[config.mk]
export PLATFORM = sky130hd
export DESIGN_NAME = volatility_feed_ctrl_flat
export DESIGN_NICKNAME = d
export VERILOG_FILES = /design/src/rtl/volatility_pkg.sv /design/src/rtl/volatility_feed_ctrl_if.sv /design/src/rtl/volatility_feed_ctrl_quote_fifo.sv /design/src/rtl/volatility_feed_ctrl.sv /design/src/flat_wrapper.sv
export SDC_FILE = /design/constraint.sdc
export NUM_CORES = 1
export LEC_CHECK = 0
export CORE_MARGIN = 10
export CORE_UTILIZATION = 45
export CTS_CLUSTER_SIZE = 12
export DETAILED_ROUTE_END_ITERATION = 10
export PLACE_DENSITY = 0.77
export SYNTH_ARGS = -nofsm -noshare
export SYNTH_HDL_FRONTEND = slang
export SYNTH_SLANG_ARGS = --single-unit
[constraint.sdc]
create_clock -name i_clk -period 11.7 [get_ports i_clk]
set_input_delay 1.755 -clock i_clk [delete_from_list [all_inputs] [get_ports i_clk]]
set_output_delay 1.755 -clock i_clk [all_outputs]
set_load 0.01 [all_outputs]
[src/rtl/volatility_pkg.sv]
// rtl/volatility_pkg.sv - shared types, default geometry and constant helpers for the volatility feeder
//
// Purpose: default feeder geometry, derived index widths, the quote record and the
// Q32.32 reciprocal helper used to publish the window constant.
// Ports: none (package).

package volatility_pkg;

  localparam int DEF_DATA_WIDTH  = 32;
  localparam int DEF_BUFFER_SIZE = 32;
  localparam int DEF_NUM_STOCKS  = 4;

  localparam int STOCK_W = $clog2(DEF_NUM_STOCKS);
  localparam int PTR_W   = $clog2(DEF_BUFFER_SIZE);
  localparam int ADDR_W  = STOCK_W + PTR_W;

  // Quote record at the default geometry.
  typedef struct packed {
    logic [STOCK_W-1:0]        stock_id;
    logic [DEF_DATA_WIDTH-1:0] bid;
    logic [DEF_DATA_WIDTH-1:0] ask;
  } quote_t;

  // 2^32 / size as a Q32.32 value; exact for power-of-two window sizes.
  function automatic logic [63:0] recip_q32(input int unsigned size);
    return 64'h0000_0001_0000_0000 / 64'(size);
  endfunction

endpackage

[src/rtl/volatility_feed_ctrl_if.sv]
// rtl/volatility_feed_ctrl_if.sv - quote input and issue output handshake bundle
//
// Purpose: groups the upstream quote handshake and the downstream issue handshake.
// Signals:
//   i_valid/o_ready, i_stock_id, i_best_bid, i_best_ask   upstream quote
//   o_valid/i_out_ready, o_stock_id, o_best_bid, o_best_ask, o_write_address   downstream issue
// Modports: master = quote source / quote sink (bench side), slave = feeder.

interface volatility_feed_ctrl_if
  import volatility_pkg::*;
#(
  parameter int DATA_WIDTH = DEF_DATA_WIDTH,
  parameter int STOCK_BITS = STOCK_W,
  parameter int ADDR_BITS  = ADDR_W
);

  logic                  i_valid;
  logic                  o_ready;
  logic [STOCK_BITS-1:0] i_stock_id;
  logic [DATA_WIDTH-1:0] i_best_bid;
  logic [DATA_WIDTH-1:0] i_best_ask;

  logic                  i_out_ready;
  logic                  o_valid;
  logic [STOCK_BITS-1:0] o_stock_id;
  logic [DATA_WIDTH-1:0] o_best_bid;
  logic [DATA_WIDTH-1:0] o_best_ask;
  logic [ADDR_BITS-1:0]  o_write_address;

  modport master (
    output i_valid, i_stock_id, i_best_bid, i_best_ask, i_out_ready,
    input  o_ready, o_valid, o_stock_id, o_best_bid, o_best_ask, o_write_address
  );

  modport slave (
    input  i_valid, i_stock_id, i_best_bid, i_best_ask, i_out_ready,
    output o_ready, o_valid, o_stock_id, o_best_bid, o_best_ask, o_write_address
  );

endinterface

[src/rtl/volatility_feed_ctrl_quote_fifo.sv]
// rtl/volatility_feed_ctrl_quote_fifo.sv - synchronous show-ahead FIFO for accepted quotes
//
// Purpose: small synchronous FIFO; the head entry is visible on pop_data whenever
// empty is low, so a pop and its data use the same cycle.
// Ports:
//   i_clk, i_reset_n      clock, synchronous active-low reset
//   push, push_data       write request (ignored when full)
//   pop, pop_data         read request (ignored when empty), head entry
//   count, full, empty    occupancy status

module quote_fifo #(
  parameter int WIDTH = 8,
  parameter int DEPTH = 4
) (
  input  logic                     i_clk,
  input  logic                     i_reset_n,
  input  logic                     push,
  input  logic [WIDTH-1:0]         push_data,
  input  logic                     pop,
  output logic [WIDTH-1:0]         pop_data,
  output logic [$clog2(DEPTH):0]   count,
  output logic                     full,
  output logic                     empty
);

  localparam int P_W   = (DEPTH > 1) ? $clog2(DEPTH) : 1;
  localparam int CNT_W = $clog2(DEPTH) + 1;

  logic [WIDTH-1:0] mem [DEPTH];
  logic [P_W-1:0]   wr_ptr;
  logic [P_W-1:0]   rd_ptr;
  logic             do_push;
  logic             do_pop;

  assign full     = (count == CNT_W'(DEPTH));
  assign empty    = (count == '0);
  assign do_push  = push && !full;
  assign do_pop   = pop && !empty;
  assign pop_data = mem[rd_ptr];

  always_ff @(posedge i_clk) begin
    if (do_push) begin
      mem[wr_ptr] <= push_data;
    end
  end

  // DEPTH is a power of two, so the pointers wrap naturally.
  always_ff @(posedge i_clk) begin
    if (!i_reset_n) begin
      wr_ptr <= '0;
      rd_ptr <= '0;
      count  <= '0;
    end else begin
      if (do_push) wr_ptr <= wr_ptr + 1'b1;
      if (do_pop)  rd_ptr <= rd_ptr + 1'b1;
      case ({do_push, do_pop})
        2'b10:   count <= count + 1'b1;
        2'b01:   count <= count - 1'b1;
        default: count <= count;
      endcase
    end
  end

endmodule

[src/rtl/volatility_feed_ctrl.sv]
// rtl/volatility_feed_ctrl.sv - quote filter, buffer and history-address issuer for the volatility stage
//
// Purpose: accepts top-of-book quotes, drops empty quotes and repeats of the last
// enqueued quote per stock, buffers the rest and issues one per cycle with the
// per-stock circular history-RAM write address.
// Ports:
//   i_clk, i_reset_n            clock, synchronous active-low reset
//   bus (slave)                 quote input handshake and issue output handshake
//   o_stock_primed              bit s set once stock s has issued a full window
//   o_buffer_size               constant window length
//   o_buffer_size_reciprocal    constant 1/window length, Q32.32
//   o_drop_count                saturating count of filtered quotes

module volatility_feed_ctrl
  import volatility_pkg::*;
#(
  parameter int DATA_WIDTH   = 32,
  parameter int FP_WORD_SIZE = 64,
  parameter int BUFFER_SIZE  = 32,
  parameter int NUM_STOCKS   = 4,
  parameter int FIFO_DEPTH   = 4
) (
  input  logic                    i_clk,
  input  logic                    i_reset_n,
  volatility_feed_ctrl_if.slave   bus,
  output logic [NUM_STOCKS-1:0]   o_stock_primed,
  output logic [DATA_WIDTH-1:0]   o_buffer_size,
  output logic [FP_WORD_SIZE-1:0] o_buffer_size_reciprocal,
  output logic [15:0]             o_drop_count
);

  localparam int STOCK_BITS = $clog2(NUM_STOCKS);
  localparam int PTR_BITS   = $clog2(BUFFER_SIZE);
  localparam int FILL_BITS  = PTR_BITS + 1;
  localparam int CNT_BITS   = $clog2(FIFO_DEPTH) + 1;
  localparam int QW         = STOCK_BITS + 2 * DATA_WIDTH;

  // Per-stock state kept in flops so every stock is readable in the same cycle.
  logic [PTR_BITS-1:0]   wr_ptr   [NUM_STOCKS];
  logic [FILL_BITS-1:0]  fill     [NUM_STOCKS];
  logic                  seen     [NUM_STOCKS];
  logic [DATA_WIDTH-1:0] last_bid [NUM_STOCKS];
  logic [DATA_WIDTH-1:0] last_ask [NUM_STOCKS];

  logic [CNT_BITS-1:0]   fifo_count;
  logic                  fifo_full;
  logic                  fifo_empty;
  logic [QW-1:0]         fifo_head;
  logic                  fifo_push;
  logic                  fifo_pop;

  logic                  accept;
  logic                  is_empty_quote;
  logic                  is_dup;
  logic                  drop;

  logic [STOCK_BITS-1:0] head_stock;
  logic [DATA_WIDTH-1:0] head_bid;
  logic [DATA_WIDTH-1:0] head_ask;

  assign o_buffer_size            = DATA_WIDTH'(BUFFER_SIZE);
  assign o_buffer_size_reciprocal = FP_WORD_SIZE'(recip_q32(BUFFER_SIZE));

  // Ready depends only on the registered occupancy, never on i_valid.
  assign bus.o_ready = (fifo_count != CNT_BITS'(FIFO_DEPTH));

  always_comb begin
    accept         = bus.i_valid && bus.o_ready;
    is_empty_quote = (bus.i_best_bid == '0) && (bus.i_best_ask == '0);
    is_dup         = seen[bus.i_stock_id]
                     && (last_bid[bus.i_stock_id] == bus.i_best_bid)
                     && (last_ask[bus.i_stock_id] == bus.i_best_ask);
    drop           = accept && (is_empty_quote || is_dup);
    fifo_push      = accept && !drop && !fifo_full;
  end

  // A held output (valid but not taken) blocks the pop; otherwise the head moves out.
  assign fifo_pop   = !fifo_empty && (!bus.o_valid || bus.i_out_ready);
  assign head_stock = fifo_head[QW-1 -: STOCK_BITS];
  assign head_bid   = fifo_head[2*DATA_WIDTH-1 -: DATA_WIDTH];
  assign head_ask   = fifo_head[DATA_WIDTH-1:0];

  quote_fifo #(
    .WIDTH (QW),
    .DEPTH (FIFO_DEPTH)
  ) u_quote_fifo (
    .i_clk     (i_clk),
    .i_reset_n (i_reset_n),
    .push      (fifo_push),
    .push_data ({bus.i_stock_id, bus.i_best_bid, bus.i_best_ask}),
    .pop       (fifo_pop),
    .pop_data  (fifo_head),
    .count     (fifo_count),
    .full      (fifo_full),
    .empty     (fifo_empty)
  );

  // Filter state: duplicates are judged against the last quote that was enqueued,
  // so a dropped quote never becomes the new reference.
  always_ff @(posedge i_clk) begin
    if (!i_reset_n) begin
      o_drop_count <= '0;
      for (int s = 0; s < NUM_STOCKS; s++) begin
        seen[s]     <= 1'b0;
        last_bid[s] <= '0;
        last_ask[s] <= '0;
      end
    end else if (drop) begin
      if (o_drop_count != 16'hFFFF) o_drop_count <= o_drop_count + 16'd1;
    end else if (fifo_push) begin
      seen[bus.i_stock_id]     <= 1'b1;
      last_bid[bus.i_stock_id] <= bus.i_best_bid;
      last_ask[bus.i_stock_id] <= bus.i_best_ask;
    end
  end

  // Issue stage: output registers plus per-stock write pointer and fill level.
  always_ff @(posedge i_clk) begin
    if (!i_reset_n) begin
      bus.o_valid         <= 1'b0;
      bus.o_stock_id      <= '0;
      bus.o_best_bid      <= '0;
      bus.o_best_ask      <= '0;
      bus.o_write_address <= '0;
      for (int s = 0; s < NUM_STOCKS; s++) begin
        wr_ptr[s] <= '0;
        fill[s]   <= '0;
      end
    end else if (fifo_pop) begin
      bus.o_valid         <= 1'b1;
      bus.o_stock_id      <= head_stock;
      bus.o_best_bid      <= head_bid;
      bus.o_best_ask      <= head_ask;
      // Power-of-two window: stock*BUFFER_SIZE + ptr is a plain concatenation.
      bus.o_write_address <= {head_stock, wr_ptr[head_stock]};
      wr_ptr[head_stock]  <= wr_ptr[head_stock] + 1'b1;
      if (fill[head_stock] != FILL_BITS'(BUFFER_SIZE)) begin
        fill[head_stock] <= fill[head_stock] + 1'b1;
      end
    end else if (bus.i_out_ready) begin
      bus.o_valid <= 1'b0;
    end
  end

  always_comb begin
    o_stock_primed = '0;
    for (int s = 0; s < NUM_STOCKS; s++) begin
      o_stock_primed[s] = (fill[s] == FILL_BITS'(BUFFER_SIZE));
    end
  end

endmodule

[src/flat_wrapper.sv]
// flat-port wrapper written by rule: the top's interface ports become plain ports
module volatility_feed_ctrl_flat import volatility_pkg::*;
#(
  parameter int DATA_WIDTH   = 32,
  parameter int FP_WORD_SIZE = 64,
  parameter int BUFFER_SIZE  = 32,
  parameter int NUM_STOCKS   = 4,
  parameter int FIFO_DEPTH   = 4
)
  (i_clk, i_reset_n, o_stock_primed, o_buffer_size, o_buffer_size_reciprocal, o_drop_count, bus_i_valid, bus_i_stock_id, bus_i_best_bid, bus_i_best_ask, bus_i_out_ready, bus_o_ready, bus_o_valid, bus_o_stock_id, bus_o_best_bid, bus_o_best_ask, bus_o_write_address);
  volatility_feed_ctrl_if #(.DATA_WIDTH(DATA_WIDTH), .STOCK_BITS(STOCK_W), .ADDR_BITS(ADDR_W)) bus_i ();
  input  logic i_clk;
  input  logic i_reset_n;
  output logic [NUM_STOCKS-1:0] o_stock_primed;
  output logic [DATA_WIDTH-1:0] o_buffer_size;
  output logic [FP_WORD_SIZE-1:0] o_buffer_size_reciprocal;
  output logic [15:0] o_drop_count;
  input wire logic [$bits(bus_i.i_valid)-1:0] bus_i_valid;
  input wire logic [$bits(bus_i.i_stock_id)-1:0] bus_i_stock_id;
  input wire logic [$bits(bus_i.i_best_bid)-1:0] bus_i_best_bid;
  input wire logic [$bits(bus_i.i_best_ask)-1:0] bus_i_best_ask;
  input wire logic [$bits(bus_i.i_out_ready)-1:0] bus_i_out_ready;
  output wire logic [$bits(bus_i.o_ready)-1:0] bus_o_ready;
  output wire logic [$bits(bus_i.o_valid)-1:0] bus_o_valid;
  output wire logic [$bits(bus_i.o_stock_id)-1:0] bus_o_stock_id;
  output wire logic [$bits(bus_i.o_best_bid)-1:0] bus_o_best_bid;
  output wire logic [$bits(bus_i.o_best_ask)-1:0] bus_o_best_ask;
  output wire logic [$bits(bus_i.o_write_address)-1:0] bus_o_write_address;
  assign bus_i.i_valid = bus_i_valid;
  assign bus_i.i_stock_id = bus_i_stock_id;
  assign bus_i.i_best_bid = bus_i_best_bid;
  assign bus_i.i_best_ask = bus_i_best_ask;
  assign bus_i.i_out_ready = bus_i_out_ready;
  assign bus_o_ready = bus_i.o_ready;
  assign bus_o_valid = bus_i.o_valid;
  assign bus_o_stock_id = bus_i.o_stock_id;
  assign bus_o_best_bid = bus_i.o_best_bid;
  assign bus_o_best_ask = bus_i.o_best_ask;
  assign bus_o_write_address = bus_i.o_write_address;
  volatility_feed_ctrl #(.DATA_WIDTH(DATA_WIDTH), .FP_WORD_SIZE(FP_WORD_SIZE), .BUFFER_SIZE(BUFFER_SIZE), .NUM_STOCKS(NUM_STOCKS), .FIFO_DEPTH(FIFO_DEPTH)) u_core (.i_clk(i_clk), .i_reset_n(i_reset_n), .bus(bus_i), .o_stock_primed(o_stock_primed), .o_buffer_size(o_buffer_size), .o_buffer_size_reciprocal(o_buffer_size_reciprocal), .o_drop_count(o_drop_count));
endmodule
Yosys cells after proc, flatten, opt, wreduce, memory -nomap -nowiden
Memories as Yosys holds them, arrays and structs flattened. A register that Yosys moved wholly into a read port is not among the register bits.
Cells that the tools add are included.
- register bits after elaboration: 97
- word-level logic and storage cells: 95
- bits of input ports: 70
- RAM bits: 568
- memories kept: 6
- output and inout port bits: 191
- muxes and demuxes: 34
- $add $sub $neg: 7
- reductions and logical operators: 27
- eq/ne operators: 12
- memories (name ; depth ; width ; rd ports ; clocked after Yosys merged registers in ; write ports ; line ; RTL):
    u_core.u_quote_fifo.mem ; 4 ; 66 ; 1 ; 1 ; 1 ; volatility_feed_ctrl_quote_fifo.sv:29 ; logic [WIDTH-1:0] mem [DEPTH];
    u_core.last_ask ; 4 ; 32 ; 1 ; 0 ; 4 ; volatility_feed_ctrl.sv:43 ; logic [DATA_WIDTH-1:0] last_ask [NUM_STOCKS];
    u_core.last_bid ; 4 ; 32 ; 1 ; 0 ; 4 ; volatility_feed_ctrl.sv:42 ; logic [DATA_WIDTH-1:0] last_bid [NUM_STOCKS];
    u_core.fill ; 4 ; 6 ; 5 ; 0 ; 4 ; volatility_feed_ctrl.sv:40 ; logic [FILL_BITS-1:0] fill [NUM_STOCKS];
    u_core.wr_ptr ; 4 ; 5 ; 1 ; 0 ; 4 ; volatility_feed_ctrl.sv:39 ; logic [PTR_BITS-1:0] wr_ptr [NUM_STOCKS];
    u_core.seen ; 4 ; 1 ; 1 ; 0 ; 4 ; volatility_feed_ctrl.sv:41 ; logic seen [NUM_STOCKS];
- operators by type and width (operator ; number):
    $eq A32 B32 Y1 ; 2
    $logic_not A32 Y1 ; 2
    $mux W32 ; 2
    $reduce_or A32 Y1 ; 2
    $eq A6 B6 Y1 const B ; 4
    $mux W1 ; 22
    $add A16 B1 Y16 const B ; 1
    $ne A16 B16 Y1 const B ; 1
    $mux W2 ; 7
    $logic_and A1 B1 Y1 ; 10
    $add A6 B1 Y6 const B ; 1
    $mux W6 ; 1
    $ne A6 B6 Y1 const B ; 1
    $pmux W3 S2 ; 1
    $reduce_or A6 Y1 ; 1
    $add A5 B1 Y5 const B ; 1
    $mux W5 ; 1
    $reduce_or A5 Y1 ; 1
    $add A2 B1 Y2 const B ; 2
    $logic_not A1 Y1 ; 4
    $reduce_bool A2 Y1 ; 2
    $add A3 B1 Y3 const B ; 1
    $eq A3 B3 Y1 const B ; 1
    $logic_not A3 Y1 ; 1
    7 further kinds ; 8

Logic depth before layout (Yosys ltp)
An unclocked memory read counts as a cell.
- depth in word-level cells: 15
- mapped depth: 19
- depth with buffers taken out: 14

Hierarchy
From an unflattened synthesis, not the netlist that was laid out.
- cells, all modules: 1966
- area, all modules: 28760.1 um2
- by module, submodules not included (module ; seq. area each (um2) ; instances ; cells each ; area an instance (um2)):
    volatility_feed_ctrl ; 10860.4 ; 1 ; 1568 ; 18753.0
    quote_fifo ; 8107.8 ; 1 ; 398 ; 10007.1

Worst setup path before layout
Ideal clock, no wire load.
- path type: input-to-reg
- start point: in bus_i_stock_id[0]
- end point: mem u_core.last_ask[3][0] (enable)
- path buffers: 5
- data required time: 11034 ps
- setup slack: 726 ps
- arrival time: 10308 ps
- stages on the path: 10
- setup time: 666 ps
- cells stage by stage: buf_4 > buf_2 > buf_2 > mux4_2 > nand4_1 > nor4_4 > a41o_1 > buf_4 > buf_2 > o41ai_1
- RTL lines (item ; line ; RTL):
    from (decl) ; flat_wrapper.sv:19 ; input wire logic [$bits(bus_i.i_stock_id)-1:0] bus_i_stock_id;
    to (decl) ; volatility_feed_ctrl.sv:43 ;

Worst setup path after layout
- start point: in bus_i_stock_id[1]
- end point: reg u_core.u_quote_fifo.count[2]
- cells in the longest elaborated chain, start to end: 12
- elaborated cells between the ends (all ways): 17
- classes of those cells: 4 x eq/ne; 1 x mux; 9 x reduce/logical; 3 x memory
- RTL lines (item ; line ; RTL):
    $mem_v2 Z4 W32 ; n/a ;
    $eq A32 B32 Y1 ; volatility_feed_ctrl.sv:71 ; && (last_bid[bus.i_stock_id] == bus.i_best_bid)
    $logic_and A1 B1 Y1 ; volatility_feed_ctrl.sv:71 ;
    $logic_and A1 B1 Y1 (*) ; volatility_feed_ctrl.sv:72 ; && (last_ask[bus.i_stock_id] == bus.i_best_ask);
    $logic_or A1 B1 Y1 (*) ; volatility_feed_ctrl.sv:73 ; drop = accept && (is_empty_quote || is_dup);
    $logic_and A1 B1 Y1 (*) ; volatility_feed_ctrl.sv:73 ;
    $logic_not A1 Y1 (*) ; volatility_feed_ctrl.sv:74 ; fifo_push = accept && !drop && !fifo_full;
    $logic_and A1 B1 Y1 (*) (2 in series) ; volatility_feed_ctrl.sv:74 ;
    $logic_and A1 B1 Y1 (*) ; volatility_feed_ctrl_quote_fifo.sv:37 ; assign do_push = push && !full;
    $eq A2 B1 Y1 / $eq A2 B2 Y1 (equally long branches) ; volatility_feed_ctrl_quote_fifo.sv:56 ; case ({do_push, do_pop})
    $pmux W3 S2 / $reduce_bool A2 Y1 (equally long branches) ; n/a ;
    to (signal assigned) ; volatility_feed_ctrl_quote_fifo.sv:57 ; 2'b10: count <= count + 1'b1;
    to (signal assigned) ; volatility_feed_ctrl_quote_fifo.sv:58 ; 2'b01: count <= count - 1'b1;
    to (signal assigned) ; volatility_feed_ctrl_quote_fifo.sv:59 ; default: count <= count;
    to (decl) ; volatility_feed_ctrl_quote_fifo.sv:21 ; output logic [$clog2(DEPTH):0] count,
Every way passes the cells marked *; elsewhere a longest branch is shown, timed or not.
A chain may end at the register's enable or synchronous reset.

==> run metrics <==
hold path cells 2; max_cap viols 0; fmax 146 MHz; Buf/Inv on CP 5; NumNets Final 2195; most area-consuming cells after synthesis edfxtp_1 59%, mux4_2 9.2%, dfxtp_1 7.0%, and2_1 5.4%, buf_4 2.8%; worst ir drop on vdd 0.000126 V; r2r worst-path depth 15; CTS Sinks 665; Post-CTS Setup Repair Bufs 0; wire per inst 22.9 µm; final period utilization 58.6%; Simple-Gate Fraction of Synth Area 11.9%; Die H 273 µm; commonest non-fill, non-tap cell in the layout edfxtp_1; H-tree levels 3; status complete, no violations; Cell Pwr Density 201 nW/µm²; DR DRC count 0; CP Depth 17; RSZ-0062 raised after global routing no; TritonCTS clock tree yes; CTS buffer count 70; IO Pins 261; Clock transition at path regs 60 ps; critical path's most frequent cell buf_4; fillcell total 5073; Initial Utilization 45.6%; DP HPWL 43900 µm; main combinational cell family by area after synthesis simple AND/OR/NAND/NOR gates; Core ar. 63200 µm²; Pre-antenna DRT Iters 5; Max Buffers Root-to-Sink 3; cell count after synthesis 1962; Synth Area per Inst 14.7 µm²; die width 273 µm; Post-Synth XOR/XNOR Area 1.64%; Worst-Margin Slew 1110 ps; post_cts resized 0; final core area utilization 52.2%; layout cell share with drive strength beyond 1 13.1%; top_reg_cell synth edfxtp_1; fin. max-slew vios 0; CP required 12210 ps; first-pass GRT wire length 104000 µm; IO buf count 164; Post-Syn Area 28800 µm²; Post-Route Skew 22.1 ps; Post-Layout Cell Count 3011; placed cell count 2889; Worst Hold Class flip-flop to flip-flop; ys async rst share 0%; vias per cell 5.51; GR Overflow Total 0; drt initial violations 1582; slowest stage cell, crit path buf_4; DP Area 30800 µm²; Worst Path Arrival 7360 ps; Design Area, Final 33000 µm²; Worst slew margin 26.3%; Setup crit start kind input port; hold buffer count at cts 0; final setup vio count 0; Area Overhead vs Synth 14.6%; LEAKAGE 11.5 nW; adder-cell share of the synthesized area 0.461%; GPL Wtd Cong 0.940; gr usage total 18.1%; vias in the first global route 17211; DRT Wirelength 68900 µm; via count 16580; Final Hold Viols 0; Seq/Total Area, Yosys 65.9%; Critical Path Sink Type flip-flop; post-synthesis register bit count 665; total die area 74500 µm²; leading area contributor after synthesis edfxtp_1; sum of negative setup slack 0 ps; Root Buffer clkbuf_16; fraction of synthesized area in multiplexers 11.6%; largest net degree at the start of global routing 89; Max FO, Critical Path 69; Worst Setup Path Type input port to flip-flop; EDFF count, synth 565; Distinct cells, synth 70; area share of the largest cell type after synthesis 58.9%; ANT nets after route 0; Std-Cell Rows 92; Critical Path, Cell by Cell buf_4, buf_4, mux2_2, a32o_1, nor4_1, or4b_4, nor4_4, a41o_1, buf_4, nor2_1, inv_1, ha_1, inv_1, fa_1, xor2_1, or3_1, a21oi_1; initial antenna violation count 3; family with the most delay on the worst path buffers and inverters; clock latency at the later pin of the worst-skew pair 600 ps; count of warnings emitted by yosys 0; Compound-Gate Fraction of Synth Area 3.60%; fin crit period 6850 ps; commonest cells after routing, fill and taps aside 565 x edfxtp_1, 246 x and2_1, 187 x nand2_1, 162 x clkdlybuf4s50_1, 117 x mux4_2; CP peak stage delay 780 ps
==> kinds of logic (layout without fill, tap and decap cells) <==
logic type      Yosys count  in the layout
flops                   665            665
buf+inv                 247            355
mux                     184            184
compound gates          163            163
xor+xnor                 54             54
fa+ha+maj                10             10
simple gates            637            637
other cells               2             97
==> synth_stat cells, drive strengths merged, types with 5 or more instances <==
cell type and instances:
nand2 187, dfxtp 100, or3 5, mux2i 44, nand2b 16, clkbuf 57, ha 9, nand4 17
mux2 23, nor2b 7, xor2 22, a21oi 89, edfxtp 565, o21ai 10, xnor2 32, buf 147
or4b 5, and2 250, nor2 57, nand3 20, nor4 28, or4 7, mux4 117, o22ai 6
o32ai 5, nor3 25, inv 42, o31ai 7, a2111oi 5
==> through the flow <==
step                hold WS [ps]  total power, mW  setup slack [ps]
global route                 474             6.93              4620
CTS                          454             6.71              4950
floorplan                    421             4.00               726
finish                       453             6.64              4850
global placement             430             4.53              4400
detailed placement           445             4.58              4340
==> layer usage <==
| layer | track usage (%) | part of all wire [%] | vias up |
|---|---|---|---|
| met1 | 21.6 | 37 | 8445 |
| met4 | 5.66 | 2.3 | 4 |
| li1 | - | - | 7370 |
| met2 | 32.4 | 53 | 657 |
| met3 | 3.62 | 7.5 | 104 |
| met5 | 0 | 0.045 | - |
==> path summary, 6_finish.rpt <==
check / from / end / slack (ps)
setup / recovery: bus_i_stock_id[1] / u_core.u_quote_fifo.count[2] / 4850
hold / removal: u_core.bus.o_best_ask[27] / u_core.bus.o_best_ask[27] / 450
setup reg to reg: u_core.last_bid[2][2] / u_core.u_quote_fifo.count[2] / 7030
hold reg to reg: u_core.bus.o_best_ask[27] / u_core.bus.o_best_ask[27] / 450
==> sequential cells by signal, indices dropped and copies added (netlist names), 7 cells and up, named ones only <==
| signal | flops |
|---|---|
| u_core.last_bid | 128 |
| u_core.o_drop_count | 16 |
| u_core.bus.o_best_bid | 32 |
| u_core.fill | 24 |
| u_core.bus.o_write_address | 7 |
| u_core.u_quote_fifo.mem | 264 |
| u_core.bus.o_best_ask | 32 |
| u_core.last_ask | 128 |
| u_core.wr_ptr | 20 |
==> worst min-delay path: stages, from the launching register on <==
cell	delay [ps]
dfxtp_1	300
nand2_1	50
a21oi_1	50
==> where the power goes <==
group | switching (mW) | leakage (nW) | total, mW | internal [mW]
Combinational | 0.852 | 4.12 | 1.47 | 0.616
Sequential | 0.138 | 6.37 | 3.05 | 2.91
Clock | 0.875 | 1.04 | 2.12 | 1.24
Total | 1.87 | 11.5 | 6.64 | 4.77
==> final cells by class <==
class                      instances  area [µm²]  area share (%)
multi-input combinational       1144        8800            26.7
sequential                       665       19000            57.5
tap                              846        1060            3.21
clock inverter                    17         203           0.614
timing repair buffer             191        1840            5.57
antenna                            1        2.50         0.00758
inverter                          43         163           0.493
clock buffer                     104        1950            5.91
Power figures use the tool's default switching activity.
